--- src/rtl/alu_pkg.sv ---
// Shared widths, FSM encoding and opSel names for the ALU datapath.
// Imported by the sequencer, the ALU and the benches.
package alu_pkg;

    localparam int DATA_W = 4;
    localparam int OP_W   = 3;
    localparam int RES_W  = 8;
    localparam int CNT_W  = 8;

    typedef logic [2:0] state_t;

    localparam state_t S_A    = 3'd0;
    localparam state_t S_B    = 3'd1;
    localparam state_t S_OP   = 3'd2;
    localparam state_t S_EXEC = 3'd3;
    localparam state_t S_HOLD = 3'd4;

    localparam logic [OP_W-1:0] OP_ADD = 3'd0;
    localparam logic [OP_W-1:0] OP_SUB = 3'd1;
    localparam logic [OP_W-1:0] OP_MUL = 3'd2;
    localparam logic [OP_W-1:0] OP_AND = 3'd3;
    localparam logic [OP_W-1:0] OP_OR  = 3'd4;
    localparam logic [OP_W-1:0] OP_XOR = 3'd5;
    localparam logic [OP_W-1:0] OP_SHL = 3'd6;
    localparam logic [OP_W-1:0] OP_SHR = 3'd7;

endpackage

--- src/rtl/alu_op_sequencer.sv ---
// Collects an A/B/opcode beat stream, feeds the combinational ALU from
// registers, captures its result after one settle cycle and hands it on.
module alu_op_sequencer
    import alu_pkg::*;
#(
    parameter int P_DATA_W = DATA_W,
    parameter int P_OP_W   = OP_W,
    parameter int P_RES_W  = RES_W,
    parameter int P_CNT_W  = CNT_W
) (
    input  logic                clk_i,
    input  logic                rst_n_i,
    input  logic [P_DATA_W-1:0] in_data_i,
    input  logic                in_valid_i,
    output logic                in_ready_o,
    input  logic                abort_i,
    output logic [P_DATA_W-1:0] alu_A_o,
    output logic [P_DATA_W-1:0] alu_B_o,
    output logic [P_OP_W-1:0]   alu_opSel_o,
    input  logic [P_RES_W-1:0]  alu_result_i,
    output logic [P_RES_W-1:0]  res_data_o,
    output logic [P_OP_W-1:0]   res_op_o,
    output logic                res_valid_o,
    input  logic                res_ready_i,
    output logic                busy_o,
    output logic [P_CNT_W-1:0]  tx_count_o
);

    if (P_RES_W != 2 * P_DATA_W) begin : g_bad_cfg
        $error("alu_op_sequencer: P_RES_W must equal 2*P_DATA_W");
    end

    state_t              r_state;
    logic [P_DATA_W-1:0] r_a;
    logic [P_DATA_W-1:0] r_b;
    logic [P_OP_W-1:0]   r_op;
    logic [P_RES_W-1:0]  r_res;
    logic [P_OP_W-1:0]   r_res_op;
    logic                r_res_valid;
    logic [P_CNT_W-1:0]  r_tx;

    logic w_ready;
    logic w_busy;
    logic w_accept;
    logic w_res_hs;

    always_comb begin
        w_ready = 1'b0;
        w_busy  = 1'b0;
        unique case (1'b1)
            (r_state == S_A),
            (r_state == S_B),
            (r_state == S_OP):   w_ready = 1'b1;
            (r_state == S_EXEC),
            (r_state == S_HOLD): w_busy  = 1'b1;
            default:             w_ready = 1'b0;
        endcase
    end

    assign w_accept = in_valid_i && w_ready;
    assign w_res_hs = r_res_valid && res_ready_i;

    always_ff @(posedge clk_i or negedge rst_n_i) begin
        if (!rst_n_i) begin
            r_state     <= S_A;
            r_a         <= '0;
            r_b         <= '0;
            r_op        <= '0;
            r_res       <= '0;
            r_res_op    <= '0;
            r_res_valid <= 1'b0;
            r_tx        <= '0;
        end else if (abort_i) begin
            // Abort outranks both beat acceptance and the result handshake.
            r_state     <= S_A;
            r_a         <= '0;
            r_b         <= '0;
            r_op        <= '0;
            r_res_valid <= 1'b0;
        end else begin
            case (r_state)
                S_A: if (w_accept) begin
                    r_a     <= in_data_i;
                    r_state <= S_B;
                end
                S_B: if (w_accept) begin
                    r_b     <= in_data_i;
                    r_state <= S_OP;
                end
                S_OP: if (w_accept) begin
                    r_op    <= in_data_i[P_OP_W-1:0];
                    r_state <= S_EXEC;
                end
                S_EXEC: begin
                    r_res       <= alu_result_i;
                    r_res_op    <= r_op;
                    r_res_valid <= 1'b1;
                    r_state     <= S_HOLD;
                end
                S_HOLD: if (w_res_hs) begin
                    r_res_valid <= 1'b0;
                    r_tx        <= r_tx + P_CNT_W'(1);
                    r_state     <= S_A;
                end
                default: r_state <= S_A;
            endcase
        end
    end

    assign in_ready_o  = w_ready;
    assign busy_o      = w_busy;
    assign alu_A_o     = r_a;
    assign alu_B_o     = r_b;
    assign alu_opSel_o = r_op;
    assign res_data_o  = r_res;
    assign res_op_o    = r_res_op;
    assign res_valid_o = r_res_valid;
    assign tx_count_o  = r_tx;

endmodule

--- config.mk ---
export PLATFORM = sky130hd
export DESIGN_NAME = alu_op_sequencer
export DESIGN_NICKNAME = d
export VERILOG_FILES = /design/src/rtl/alu_pkg.sv /design/src/rtl/alu_op_sequencer.sv
export SDC_FILE = /design/constraint.sdc
export NUM_CORES = 1
export LEC_CHECK = 0
export BUFFER_PORTS_ARGS = -buffer_cell sky130_fd_sc_hd__buf_2
export CORE_ASPECT_RATIO = 1.4
export CORE_MARGIN = 2
export CORE_UTILIZATION = 49
export CTS_CLUSTER_SIZE = 40
export DETAILED_ROUTE_END_ITERATION = 10
export PLACE_DENSITY = 0.87
export RECOVER_POWER = 25
export SETUP_SLACK_MARGIN = 0.02
export SKIP_CTS_REPAIR_TIMING = 1
export SYNTH_ARGS = -nofsm -noshare
export SYNTH_HDL_FRONTEND = slang
export SYNTH_SLANG_ARGS = --single-unit
--- constraint.sdc ---
create_clock -name clk_i -period 2 [get_ports clk_i]
set_clock_uncertainty 0.1 [all_clocks]
set_input_delay 0.2 -clock clk_i [delete_from_list [all_inputs] [get_ports clk_i]]
set_output_delay 0.2 -clock clk_i [all_outputs]
set_load 0.02 [all_outputs]
==> results.sh <==
export IMPL_endpoint_kind="output pin"
export IMPL_rows=23
export IMPL_postRouteWirelength_mm=3.16
export IMPL_total_power_mw=1.76
export IMPL_worstPathRequired_ns=1.70
export IMPL_maxSlewHeadroom_pct=51.7
export IMPL_synth_avg_cell_area_um2=12.4
export IMPL_worstPathArrival_ns=1.49
export IMPL_holdPathStages=2
export IMPL_pwr_share_clk_pct=42.5
export IMPL_initial_utilization_pct=51.9
export IMPL_final_min_clock_period_ns=1.79
export IMPL_nets=194
export IMPL_yosysSeqAreaShare_pct=56.4
export IMPL_clk_latency_ns=0.29
export IMPL_die_area_mm2=0.00354
export IMPL_final_fill_count=256
export IMPL_reg2reg_depth=3
export IMPL_pwr_density_cell_mw_per_mm2=922
export IMPL_cts_max_level=2
export IMPL_cp_slowest_cell="or3b_1"
export IMPL_slew_violations=0
export IMPL_r2r_end="tx_count_o[1]$_DFFE_PN0P_"
export IMPL_antenna_cells=0
export IMPL_grt_usage_pct=20.5
export IMPL_overflow=0
export IMPL_antenna_found_initial=0
export IMPL_cts_root_buffer="clkbuf_8"
export IMPL_fp_dieH_um=69.6
export IMPL_final_layout_size_suffix_gt1_share_pct=29.4
export IMPL_reg2reg_from="r_state[2]$_DFFE_PN0P_"
export IMPL_p_leak_nw=0.917
export IMPL_fin_crit_sh_pct=89.6
export IMPL_routed_via_density=5.25
export IMPL_cpPeakStageDelay_ns=0.49
export IMPL_ant_nets=0
export IMPL_dpl_hpwl_mm=2.42
export IMPL_hp_class="in -> reg"
export IMPL_switchingPower_mw=0.426
export IMPL_crit_fanout=6
export IMPL_cts_tree="yes"
export IMPL_crit_chain="or3b_1, nand2_1, buf_2"
export IMPL_p_sw_share_pct=24.3
export IMPL_gp_congestion=0.816
export IMPL_synth_cell_type_count=28
export IMPL_clock_path_buffers=2
export IMPL_rsz0062_at_grt="no"
export IMPL_cts_made_buffers=5
export IMPL_routedWlPerCell_um=14.8
export IMPL_yosysTopAreaCellShare_pct=56.4
export IMPL_multi_input_area_um2=593
export IMPL_status="completed"
export IMPL_holdPathEnd="res_data_o[2]$_DFFE_PN0P_"
export IMPL_hold_viol=0
export IMPL_netlist_instances=122
export IMPL_grt_pass1_vias=1159
export IMPL_ff_latch_area_um2=851
export IMPL_first_iter_violations=10
export IMPL_setup_violations=0
export IMPL_yosysWarnings=0
export IMPL_peakVddDrop_mv=0.830
export IMPL_start_kind="flop"
export IMPL_yosys_area_top_type="dfrtp_1"
export IMPL_drv_cap=0
export IMPL_die_w_um=50.9
export IMPL_firstDrtPassIters=4
export IMPL_clkTransAtPathRegs_ns=0.08
export IMPL_r2r_slack_ns=0.29
export IMPL_cts_num_sinks=34
export IMPL_critPathKind="reg -> out"
export IMPL_core_area_mm2=0.00291
export IMPL_hp_start="alu_result_i[2]"
export IMPL_synth_area_leaders="dfrtp_1, mux2_2, mux2i_1"
export IMPL_synth_seq_cells=34
export IMPL_synth_fp_nets=140
export IMPL_worstMarginPinSlew_ns=0.724
export IMPL_grt_pass1_wl_mm=5.40
export IMPL_power_frac_comb_pct=13.7
export IMPL_synth_area_mm2=0.00151
export IMPL_drc=0
export IMPL_io_pins=50
export IMPL_port_buffer_count=49
export IMPL_grt_max_degree=35
export IMPL_path_buf_inv=1
export IMPL_routed_via_count=1123
export IMPL_fmax_mhz=558
export IMPL_crit_family="simple AND/OR/NAND/NOR gates"
export IMPL_seqPwrFrac_pct=43.8
export IMPL_p_int_mw=1.33
export IMPL_syn_to_final_growth_pct=26.3
export IMPL_fin_tns_setup_ns=0
## routing by layer
metal	vias up	wire, µm	global-route usage (%)	share of wire [%]
met5	-	0	0	0
met4	0	74	12.6	2.3
met3	6	160	4.74	5.1
met2	41	1680	33.2	53
met1	547	1250	24.1	39
li1	529	-	-	-
## how the worst max path moves through the flow
stage,startpoint,endpoint,cells after the start
after CTS,r_state[2]$_DFFE_PN0P_,busy_o,3
after global placement,r_state[2]$_DFFE_PN0P_,tx_count_o[1]$_DFFE_PN0P_,3
after global routing,r_state[2]$_DFFE_PN0P_,busy_o,3
after floorplan,r_state[2]$_DFFE_PN0P_,tx_count_o[1]$_DFFE_PN0P_,5
final,r_state[2]$_DFFE_PN0P_,busy_o,3
after detailed placement,r_state[0]$_DFFE_PN0P_,tx_count_o[1]$_DFFE_PN0P_,3
## cell usage in the layout (no fill, tap or decap), types with 2 or more instances in the layout
master     instances
a21oi_1            5
nand3b_1           3
nor2_1            13
xnor2_1            2
inv_1              4
mux2_2            11
nand4b_1           2
buf_2             24
dfrtp_1           34
clkbuf_8           5
nand2_1            4
xor2_1             5
nor3_1             6
mux2i_1           11
clkbuf_1          25
bufinv_16          2
buf_4              5
and4bb_2           2
## kinds of logic after synthesis
kind of cell	Yosys count	share of synthesized area, %
multiplexers	23	16.3
AO/OA/AOI/OAI	6	2.16
XOR/XNOR	7	4.07
AND/OR/NAND/NOR	39	16.0
flip-flops	34	56.4
adder cells (fa/ha/maj)	1	0.830
buffers and inverters	12	4.23
## cell usage after synthesis
library cell	number
a21oi_1	5
and4bb_2	2
nand2_1	4
clkbuf_1	3
or3b_1	1
nand4_1	1
xor2_1	5
a211oi_1	1
nor4b_2	1
nand3_1	1
nand3b_1	3
nand4b_1	2
ha_1	1
nor4_1	1
buf_6	2
xnor2_1	2
nand2b_1	1
buf_2	3
nor2_1	13
nor3b_1	1
dfrtp_1	34
inv_1	4
nand4bb_1	1
mux2i_1	11
nor3_1	6
nor3_4	1
mux2_1	1
mux2_2	11
## through the flow
step / util [%] / setup WS (ns) / instance area [µm²] / std cells / hold WS [ns]
final: 65.5 / 0.208 / 1900 / 214 / 0.0521
after global routing: 65.5 / 0.117 / 1900 / 214 / 0.0424
after CTS: 66.3 / 0.206 / 1930 / 213 / -0.119
after detailed placement: 61.5 / 0.297 / 1790 / 205 / 0.199
after global placement: 61.5 / 0.368 / 1790 / 205 / 0.185
after floorplan: - / 0.335 / 1510 / 122 / -0.196
## flip-flops by register name, indices dropped and copies added, names as in the netlist
| register | cells |
|---|---|
| tx_count_o | 8 |
| r_state | 3 |
| alu_B_o | 4 |
| res_valid_o | 1 |
| res_data_o | 8 |
| res_op_o | 3 |
| alu_A_o | 4 |
| alu_opSel_o | 3 |
## worst register-to-register path: stages, from the launching register on
cell     delay (ns)
dfrtp_1        0.42
or3b_1         0.49
nor3_4         0.24
mux2_1         0.35
## layout make-up
class | instances | area share (%)
Tap cell | 37 | 2.43
Sequential cell | 34 | 44.7
Timing Repair Buffer | 55 | 13.7
Inverter | 4 | 0.788
Clock buffer | 5 | 3.61
Multi-Input combinational cell | 76 | 31.1
Clock inverter | 3 | 3.61
## power by group through the flow
stage                     Combinational (mW)  Clock, mW  Sequential [mW]
after global placement                 0.246          0            0.776
after floorplan                       0.0883          0            0.840
after CTS                              0.257      0.764            0.769
final                                  0.240      0.746            0.770
after detailed placement               0.256          0            0.783
after global routing                   0.260      0.793            0.776
(Power assumes the default switching activity.)
